File: config.mk
export PLATFORM = sky130hd
export DESIGN_NAME = mem_arbiter
export DESIGN_NICKNAME = d
export VERILOG_FILES = /design/src/rtl/mem_arbiter.sv
export SDC_FILE = /design/constraint.sdc
export NUM_CORES = 1
export LEC_CHECK = 0
export CORE_AREA = 2 2 289 291
export CTS_CLUSTER_DIAMETER = 150
export DETAILED_ROUTE_END_ITERATION = 16
export DIE_AREA = 0 0 291 293
export HOLD_SLACK_MARGIN = 0.06
export MAX_ROUTING_LAYER = met4
export PLACE_DENSITY = 0.41
export SETUP_SLACK_MARGIN = 0.4
export SLEW_MARGIN = 15
export SYNTH_ARGS = -nofsm -noshare
export SYNTH_HDL_FRONTEND = slang
export SYNTH_SLANG_ARGS = --single-unit
File: constraint.sdc
create_clock -name clock -period 17.7 [get_ports clock]
set_input_delay 1.77 -clock clock [delete_from_list [all_inputs] [get_ports clock]]
set_output_delay 1.77 -clock clock [all_outputs]
set_load 0.01 [all_outputs]
File: src/rtl/mem_arbiter.sv
// Two-requester block memory arbiter: an instruction-fetch side and a data side
// share one memory port. Accesses are 16-byte blocks, serviced one at a time.
//
// state  | meaning
// IDLE   | no access outstanding; sample i_req/d_req and arbitrate
// I_BUSY | instruction-side read issued, waiting for mem_valid
// D_BUSY | data-side read or write-back issued, waiting for mem_valid
// I_RESP | i_ack pulse cycle
// D_RESP | d_ack pulse cycle
module mem_arbiter #(
  parameter int DATA_PRIORITY = 0
) (
  input  logic         clock,
  input  logic         reset,
  input  logic         i_req,
  input  logic [31:0]  i_addr,
  output logic         i_ack,
  output logic [127:0] i_data,
  input  logic         d_req,
  input  logic         d_write,
  input  logic [31:0]  d_addr,
  input  logic [127:0] d_wdata,
  output logic         d_ack,
  output logic [127:0] d_data,
  output logic         mem_enable,
  output logic         mem_write,
  output logic [31:0]  mem_addr,
  output logic [127:0] mem_wdata,
  input  logic [127:0] mem_rdata,
  input  logic         mem_valid,
  output logic         busy
);

  typedef enum logic [2:0] {
    IDLE   = 3'd0,
    I_BUSY = 3'd1,
    D_BUSY = 3'd2,
    I_RESP = 3'd3,
    D_RESP = 3'd4
  } state_t;

  state_t state;
  logic   last_grant;  // 1 = data side won the previous arbitration
  logic   grant_d;

  // On a tie, the data side wins when prioritised or when I was served last.
  always_comb begin
    grant_d = d_req && (!i_req || (DATA_PRIORITY != 0) || !last_grant);
  end

  always_ff @(posedge clock or posedge reset) begin
    if (reset) begin
      state      <= IDLE;
      i_ack      <= 1'b0;
      d_ack      <= 1'b0;
      mem_enable <= 1'b0;
      mem_write  <= 1'b0;
      busy       <= 1'b0;
      mem_addr   <= '0;
      mem_wdata  <= '0;
      i_data     <= '0;
      d_data     <= '0;
      last_grant <= 1'b1;
    end else begin
      i_ack <= 1'b0;
      d_ack <= 1'b0;
      unique case (state)
        IDLE: begin
          if (i_req || d_req) begin
            mem_enable <= 1'b1;
            busy       <= 1'b1;
            if (grant_d) begin
              mem_addr   <= {d_addr[31:4], 4'b0000};
              mem_write  <= d_write;
              mem_wdata  <= d_wdata;
              last_grant <= 1'b1;
              state      <= D_BUSY;
            end else begin
              mem_addr   <= {i_addr[31:4], 4'b0000};
              mem_write  <= 1'b0;
              last_grant <= 1'b0;
              state      <= I_BUSY;
            end
          end
        end
        I_BUSY: begin
          if (mem_valid) begin
            i_data     <= mem_rdata;
            mem_enable <= 1'b0;
            i_ack      <= 1'b1;
            state      <= I_RESP;
          end
        end
        D_BUSY: begin
          if (mem_valid) begin
            // Write-backs return no data; keep the last read block visible.
            if (!mem_write) d_data <= mem_rdata;
            mem_enable <= 1'b0;
            d_ack      <= 1'b1;
            state      <= D_RESP;
          end
        end
        I_RESP, D_RESP: begin
          busy  <= 1'b0;
          state <= IDLE;
        end
        default: begin
          mem_enable <= 1'b0;
          busy       <= 1'b0;
          state      <= IDLE;
        end
      endcase
    end
  end

endmodule

==> results of run 1 <==
cell usage after synthesis, types with 2 or more instances:
| library cell | instances |
|---|---|
| a21oi_1 | 2 |
| buf_12 | 11 |
| buf_2 | 22 |
| buf_4 | 14 |
| buf_6 | 4 |
| buf_8 | 2 |
| clkbuf_1 | 5 |
| dfrtp_1 | 420 |
| inv_1 | 3 |
| mux2_1 | 113 |
| mux2_2 | 261 |
| mux2_4 | 10 |
| nand3b_1 | 28 |
| nor3_1 | 2 |
| o21ai_0 | 3 |
| o221a_2 | 28 |
layer usage:
layer | share of wire, % | track usage (%) | up-vias
met3 | 6.0 | 3.88 | 94
met1 | 37 | 15.5 | 5655
li1 | - | - | 4913
met5 | 0 | - | -
met4 | 2.4 | 4.40 | 0
met2 | 54 | 26.4 | 352
sequential cells by signal (all words and copies together), names as in the netlist:
name / flops
busy: 1
i_ack: 1
last_grant: 1
mem_write: 1
state: 3
mem_enable: 1
i_data: 128
mem_addr: 28
d_data: 128
mem_wdata: 128
d_ack: 1
kinds of logic (layout without fill, tap and decap cells):
| logic type | Yosys count | after routing | share of synthesized area, % |
|---|---|---|---|
| muxes | 384 | 384 | 27.0 |
| DFF | 421 | 421 | 65.2 |
| AOI/OAI and AO/OA | 40 | 40 | 2.45 |
| buffers and inverters | 62 | 842 | 3.37 |
| and+or+nand+nor | 41 | 41 | 1.97 |
| other | 1 | 11 | 0.0232 |
worst max path at each step:
| stage | depth (start not counted) | endpoint |
|---|---|---|
| final | 6 | d_data[101] |
| after global routing | 5 | i_data[119] |
| after CTS | 5 | i_data[119] |
| after detailed placement | 5 | i_data[123] |
| after global placement | 5 | mem_wdata[113] |
| after floorplan | 1 | busy |
stage by stage:
step	utilization (%)	power [mW]	hold slack (ns)	cell area, um2	setup WS (ns)
floorplan	-	2.65	0.457	16200	4.21
CTS	31.9	5.11	0.489	26100	12.67
global placement	29.9	4.01	0.462	24400	12.06
detailed placement	29.9	4.03	0.472	24400	12.04
finish	31.9	4.99	0.483	26100	12.85
global route	31.9	5.28	0.509	26100	12.33
layout make-up:
cell class	instances	area share, %
sequential	421	40.3
timing repair buffer	746	28.5
multi-input combinational	469	19.6
clock buffer	79	5.87
tap	1070	5.13
clock inverter	14	0.436
inverter	3	0.0719
antenna	7	0.0671
power breakdown:
part / internal, mW / switching (mW) / leakage, nW
Combinational: 1.32 / 0.913 / 4.69
Clock: 0.609 / 0.427 / 0.817
Sequential: 1.46 / 0.265 / 4.98
Total: 3.39 / 1.61 / 10.5
==> impl_metrics.json, run 1 <==
{
  "slew_viol_final": 0,
  "antenna_left": 0,
  "crit_buf_inv": 3,
  "crit_top_cell": "buf_4",
  "first_global_vias": 12066,
  "leakagePower_nw": 10.5,
  "maxSlewHeadroom_pct": 29.4,
  "clk_latency_ns": 0.59,
  "rsz0062_at_grt": "false",
  "syn-cell-area_um2": 16200,
  "p_per_area_nw_per_um2": 191,
  "syn_to_final_growth_pct": 61.6,
  "holdPathEnd": "mem_enable",
  "cts.reportedPaths.clkPinSlew_ns": 0.06,
  "vias_per_cell": 3.92,
  "peakVddDrop_mv": 0.0625,
  "r2r_slack_ns": 14.08,
  "dr.pass1.iters": 4,
  "fin_tns_setup_ns": 0,
  "dpl.hpwl_um": 47100,
  "layout.nets": 2020,
  "fin_cells": 2809,
  "synth_top_area_share_pct": 65.0,
  "ff_latch_area_um2": 10500,
  "layout_commonest_cell": "clkdlybuf4s50_1",
  "cp-end-kind": "flop",
  "clock_path_buffers": 3,
  "status": "completed",
  "die_h_um": 293,
  "min_path_type": "flop to flop",
  "final_layout_size_suffix_gt1_share_pct": 23.0,
  "grt_max_degree": 142,
  "fmax_ghz": 0.206,
  "finalCritPeriodShare_pct": 27.4,
  "syn_inst": 949,
  "ys_async_sr_fraction_pct": 100,
  "cts_setup_buffers": 0,
  "cap_violations": 0,
  "overflow": 0,
  "multi_input_area_um2": 5110,
  "synth_top_flop_cell": "dfrtp_1",
  "ctsHoldBuffers": 0,
  "numCtsBuffers": 53,
  "final_cell_mix": "734 x clkdlybuf4s50_1, 420 x dfrtp_1, 261 x mux2_2",
  "worst_pin_slew_ns": 1.06,
  "cts_root_buffer": "clkbuf_16",
  "start_util_pct": 19.7,
  "wl_per_cell_um": 22.1,
  "whs_path_depth": 1,
  "dr_total_vias": 11014,
  "dieWidth_um": 291,
  "reg2reg_depth": 5,
  "cp_slowest_cell": "buf_4",
  "drt_iter0_drc": 278,
  "max_stage_delay_ns": 0.79,
  "crit_path_start_kind": "input pin",
  "fin_skew_ns": 0.0166,
  "io_pins": 747,
  "avgSynthCellArea_um2": 17.0,
  "synth-seq-cells": 421,
  "path_cells": "clkdlybuf4s50_1, nor4bb_2, and2_4, buf_4, buf_4, mux2_2",
  "drt_wl_total_um": 62000,
  "cts_tree": "built",
  "worstPathArrival_ns": 5.31,
  "rr_endpoint": "d_data[101]",
  "crit_start": "mem_valid",
  "yosys-top-cells-area": "dfrtp_1 65%, mux2_2 18%, mux2_1 7.9%",
  "h-tree-depth": 2,
  "gp_congestion": 0.787,
  "antenna_found_initial": 7,
  "hold_start": "mem_enable",
  "place_inst": 2709,
  "drc": 0,
  "reg2reg_from": "state[0]",
  "hold_viol_final": 0,
  "ys_seq_area_share_pct": 65.2,
  "io_buffers": 734,
  "worstPathRequired_ns": 18.16,
  "crit_path_max_fanout": 58,
  "period_needed_ns": 4.85,
  "grt_pass1_wl_um": 88600,
  "die-area_um2": 85300,
  "synth_cell_types": 37,
  "track_usage_pct": 14.6,
  "synth_edf_count": 0,
  "nFillCells": 8217,
  "critical_path_class": "input pin to flop",
  "yosys.area.top_type": "dfrtp_1",
  "design.core.area_um2": 81800,
  "cpLargestDelayFamily": "buffers and inverters",
  "num_rows": 105,
  "clock-sinks": 421,
  "cts.repair.resized": 0,
  "yosysWarnings": 0,
  "setup_viol": 0
}
Note: power is estimated with default switching activity, not from simulation.
==> run 2, diff against run 1 <==
Settings changed: PLACE_DENSITY 0.41 to 0.43.
Clock period 17.7 ns to 4.4 ns, I/O delays scaled along.
==> run 2 against run 1 <==
Compared with the run above:
- final area grew 1.0%
- worst hold slack lost 0.14 ns
- critical path type is now flop to flop
- register-to-register slack lost 13 ns
- combinational power grew to 4.0 times the previous value
- first-iteration DRC count grew 32%
- largest power group unchanged
- cell count grew 0.21%
- sequential power grew to 4.1 times the previous value
==> impl_metrics.json, run 2 (same netlist as run 1, synthesis figures left out) <==
{
  "status": "completed",
  "clock_path_buffers": 3,
  "finalCritPeriodShare_pct": 65.6,
  "rr_endpoint": "mem_wdata[98]",
  "gp_congestion": 0.846,
  "clock-sinks": 421,
  "start_util_pct": 19.7,
  "io_buffers": 734,
  "worstPathRequired_ns": 4.86,
  "critical_path_class": "flop to flop",
  "dr_total_vias": 10987,
  "cts.reportedPaths.clkPinSlew_ns": 0.06,
  "dpl.hpwl_um": 46100,
  "reg_top3": "d_data (128), i_data (128), mem_wdata (128)",
  "drt_iter0_drc": 367,
  "die-area_um2": 85300,
  "fin_skew_ns": 0.0191,
  "antenna_left": 0,
  "cts.repair.resized": 0,
  "cts_tree": "built",
  "worstPathArrival_ns": 3.35,
  "first_global_vias": 12041,
  "clock_power_share_pct": 21.3,
  "overflow": 0,
  "layout_commonest_cell": "clkdlybuf4s50_1",
  "cts_root_buffer": "clkbuf_16",
  "ctsHoldBuffers": 0,
  "dp_slack_ns": 1.32,
  "internal_power_mw": 13.8,
  "nFillCells": 8149,
  "peakVddDrop_mv": 0.280,
  "grt_pass1_wl_um": 85900,
  "slew_viol_final": 0,
  "numCtsBuffers": 52,
  "antenna_found_initial": 8,
  "vias_per_cell": 3.90,
  "cts_setup_buffers": 0,
  "leakagePower_nw": 10.6,
  "worst_hold_slack_ns": 0.342,
  "final_cell_mix": "734 x clkdlybuf4s50_1, 420 x dfrtp_1, 261 x mux2_2",
  "die_h_um": 293,
  "crit_path_start_kind": "flop",
  "wl_per_cell_um": 21.5,
  "setup_viol": 0,
  "hold_viol_final": 0,
  "period_needed_ns": 2.88,
  "finalPower_mw": 20.2,
  "swShare_pct": 31.6,
  "clk_latency_ns": 0.59,
  "syn_to_final_growth_pct": 63.3,
  "cap_violations": 0,
  "power_switching_mw": 6.40,
  "cp-end-kind": "flop",
  "comb_power_share_pct": 44.2,
  "dieWidth_um": 291,
  "seqPwrFrac_pct": 34.5,
  "crit_path_max_fanout": 68,
  "reg2reg_from": "state[0]",
  "grt_max_degree": 107,
  "track_usage_pct": 14.1,
  "place_inst": 2721,
  "min_path_type": "input pin to asynchronous set/reset pin",
  "h-tree-depth": 2,
  "dr.pass1.iters": 4,
  "p_per_area_nw_per_um2": 767,
  "final_layout_size_suffix_gt1_share_pct": 23.5,
  "fin_ws_ns": 1.52,
  "maxSlewHeadroom_pct": 38.2,
  "worst_pin_slew_ns": 0.926,
  "io_pins": 747,
  "layout.nets": 2031,
  "fmax_ghz": 0.347,
  "drt_wl_total_um": 60500,
  "fin_cells": 2815,
  "num_rows": 105,
  "r2r_slack_ns": 1.52,
  "reg2reg_depth": 4,
  "drc": 0,
  "rsz0062_at_grt": "false",
  "design.core.area_um2": 81800
}
-- run 2: cell types whose count changed in the layout (fill, tap and decap cells not counted), sizes merged --
cell	before	now
bufinv	1	3
inv	5	2
diode	7	5
clkinvlp	0	3
buf	12	24
clkinv	11	5
-- run 2: per-stage QoR --
step	setup TNS (ns)	util, %	instance area [um2]
finish	0	32.2	26400
global route	0	32.2	26400
CTS	0	32.2	26400
detailed placement	0	30.1	24700
global placement	0	30.1	24700
floorplan	-722.00	-	16200
-- run 2: routing by layer --
metal,track usage [%],routed length [um],up-vias,share of wire (%)
li1,-,-,4937,-
met1,14.9,22500,5616,37
met2,25.7,33100,345,55
met3,3.49,3420,89,5.7
met4,4.40,1370,0,2.3
met5,-,0,-,0
-- run 2: how the worst max path moves through the flow --
stage	cells past startpoint	endpoint	slack, ns	startpoint
global route	4	mem_wdata[92]	1.31	state[0]
detailed placement	5	d_data[65]	1.32	mem_valid
global placement	6	mem_wdata[81]	1.39	d_req
finish	4	mem_wdata[98]	1.52	state[0]
floorplan	1	busy	-1.72	reset
CTS	4	mem_wdata[98]	1.45	state[0]
-- run 2: critical path, stage by stage (launching register included) --
cell and delay, ns:
dfrtp_1 0.52, nor3_4 0.73, nand2_4 0.62, buf_12 0.43, mux2_1 0.37
-- run 2: final cells by class --
class / instances / area [um2] / area share [%]
Clock inverter: 10 / 145 / 0.550
Tap cell: 1070 / 1340 / 5.07
Sequential cell: 421 / 10500 / 39.9
Inverter: 3 / 15.0 / 0.0569
Clock buffer: 79 / 1570 / 5.93
Antenna cell: 5 / 12.5 / 0.0474
Timing Repair Buffer: 758 / 7660 / 29.1
Multi-Input combinational cell: 469 / 5110 / 19.4
-- run 2: power by group through the flow --
stage / combinational (mW) / clock, mW / sequential [mW]
after floorplan: 2.89 / 0 / 7.78
after global placement: 9.13 / 0 / 6.98
after detailed placement: 9.17 / 0 / 7.04
after CTS: 9.19 / 4.47 / 7.01
after global routing: 9.45 / 4.63 / 7.26
final: 8.95 / 4.30 / 6.98
==> run 3, diff against run 2 <==
Settings changed: PLACE_DENSITY 0.43 to 0.41.
Clock period 4.4 ns to 2.75 ns, I/O delays scaled along.
==> run 3 against run 2 <==
Compared with the run above:
- count of clock-buffer cells in the layout rose by 5
- largest cell class unchanged
- sequential share of layout area fell by 0.30 points
- sequential cell count unchanged
- core utilization increased by 0.25 points
- combinational power grew 63%
- setup slack worse by 0.95 ns
- cell count grew 0.78%
==> impl_metrics.json, run 3 (same netlist as run 1, synthesis figures left out) <==
{
  "max_stage_delay_ns": 0.51,
  "dieWidth_um": 291,
  "io_buffers": 734,
  "overflow": 0,
  "h-tree-depth": 2,
  "path_cells": "nor4bb_2, and2_4, buf_4, mux2_2",
  "final_cell_mix": "734 x clkdlybuf4s50_1, 420 x dfrtp_1, 261 x mux2_2",
  "crit_start": "state[0]",
  "die-area_um2": 85300,
  "period_needed_ns": 2.18,
  "maxSlewHeadroom_pct": 64.4,
  "dr.pass1.iters": 4,
  "rsz0062_at_grt": "false",
  "worst_pin_slew_ns": 0.533,
  "leakagePower_nw": 10.7,
  "track_usage_pct": 14.8,
  "min_path_type": "input pin to flop",
  "gp_congestion": 0.797,
  "nFillCells": 8120,
  "worstPathArrival_ns": 2.64,
  "cts_root_buffer": "clkbuf_16",
  "cp-end-kind": "flop",
  "grt_max_degree": 59,
  "worstPathRequired_ns": 3.21,
  "rr_endpoint": "d_data[81]",
  "syn_to_final_growth_pct": 64.5,
  "vias_per_cell": 3.91,
  "finalCritPeriodShare_pct": 79.4,
  "crit_end": "d_data[81]",
  "r2r_slack_ns": 0.57,
  "crit_buf_inv": 1,
  "io_pins": 747,
  "status": "completed",
  "cpLargestDelayFamily": "simple AND/OR/NAND/NOR gates",
  "cap_violations": 0,
  "antenna_found_initial": 4,
  "reg2reg_from": "state[0]",
  "numCtsBuffers": 52,
  "fmax_ghz": 0.458,
  "slew_viol_final": 0,
  "layout.nets": 2049,
  "antenna_left": 0,
  "wl_per_cell_um": 22.1,
  "p_per_area_nw_per_um2": 1220,
  "cts_tree": "built",
  "clock-sinks": 421,
  "cp.depth": 4,
  "cp_slowest_cell": "dfrtp_1",
  "finalPower_mw": 32.5,
  "drc": 0,
  "reg_top3": "d_data (128), i_data (128), mem_wdata (128)",
  "drt_iter0_drc": 353,
  "cts.reportedPaths.clkPinSlew_ns": 0.06,
  "design.core.area_um2": 81800,
  "die_h_um": 293,
  "crit_path_max_fanout": 19,
  "first_global_vias": 12232,
  "clock_path_buffers": 3,
  "fin_tns_setup_ns": 0,
  "crit_path_start_kind": "flop",
  "drt_wl_total_um": 62800,
  "start_util_pct": 19.7,
  "final_layout_size_suffix_gt1_share_pct": 24.4,
  "layout_commonest_cell": "clkdlybuf4s50_1",
  "dpl.hpwl_um": 48400,
  "fin_skew_ns": 0.0207,
  "hold_viol_final": 0,
  "num_rows": 105,
  "setup_viol": 0,
  "clk_latency_ns": 0.59,
  "grt_pass1_wl_um": 89800,
  "critical_path_class": "flop to flop",
  "peakVddDrop_mv": 0.466,
  "reg2reg_depth": 4,
  "dr_total_vias": 11095
}
[run 3: final cells by class]
type	count	area [um2]	share of cell area (%)
clock buffers	84	1590	5.99
well taps	1070	1340	5.04
repair buffers	776	7890	29.7
clock inverters	11	101	0.381
multi-input cells	469	5110	19.2
inverters	3	15.0	0.0565
diodes	3	7.51	0.0282
flip-flops and latches	421	10500	39.6
[run 3: per-layer routing]
| metal | global-route usage [%] | part of all wire [%] | vias up |
|---|---|---|---|
| met1 | 15.9 | 38 | 5688 |
| met3 | 3.56 | 5.5 | 78 |
| met4 | 3.83 | 2.3 | 0 |
| li1 | - | - | 4969 |
| met2 | 27.1 | 55 | 360 |
| met5 | - | 0 | - |
[run 3: how the worst min path moves through the flow]
| stage | depth (start not counted) | slack [ns] | end | from |
|---|---|---|---|---|
| 6_report | 2 | 0.28 | mem_wdata[25] | d_wdata[25] |
| 5_1_grt | 2 | 0.24 | mem_wdata[12] | d_wdata[12] |
| 4_1_cts | 2 | 0.23 | mem_wdata[25] | d_wdata[25] |
| 3_5_place_dp | 1 | 0.47 | d_data[72] | d_data[72] |
| 3_3_place_gp | 1 | 0.47 | mem_enable | mem_enable |
| 2_1_floorplan | 1 | 0.39 | state[1] | mem_valid |
[run 3: worst register-to-register path, cell delays in order (launching register included)]
cell      delay (ns)
dfrtp_1         0.51
nor4bb_2        0.38
and2_4          0.41
buf_4           0.37
mux2_2          0.38
[run 3: report_power, final]
group / switching (mW) / internal [mW] / total [mW]
Sequential: 1.73 / 9.38 / 11.1
Clock: 2.77 / 4.03 / 6.80
Combinational: 5.88 / 8.69 / 14.6
Total: 10.4 / 22.1 / 32.5
[run 3: what timing repair did]
item,in CTS,in global routing
resized for setup,0,0
hold buffers,1,0
endpoints found under the hold margin,4,0
setup buffers,0,0
setup endpoints to repair,0,0
[run 3: through the flow]
stage                     cell area [um2]  std cells  util, %  setup slack, ns  hold WS, ns
after floorplan                     16200        952        -            -3.20        0.389
after global placement              24900       2738     30.4            0.255        0.465
after detailed placement            24900       2738     30.4            0.225        0.474
after CTS                           26600       2834     32.5            0.495        0.227
after global routing                26600       2836     32.5            0.408        0.243
final                               26600       2837     32.5            0.567        0.281
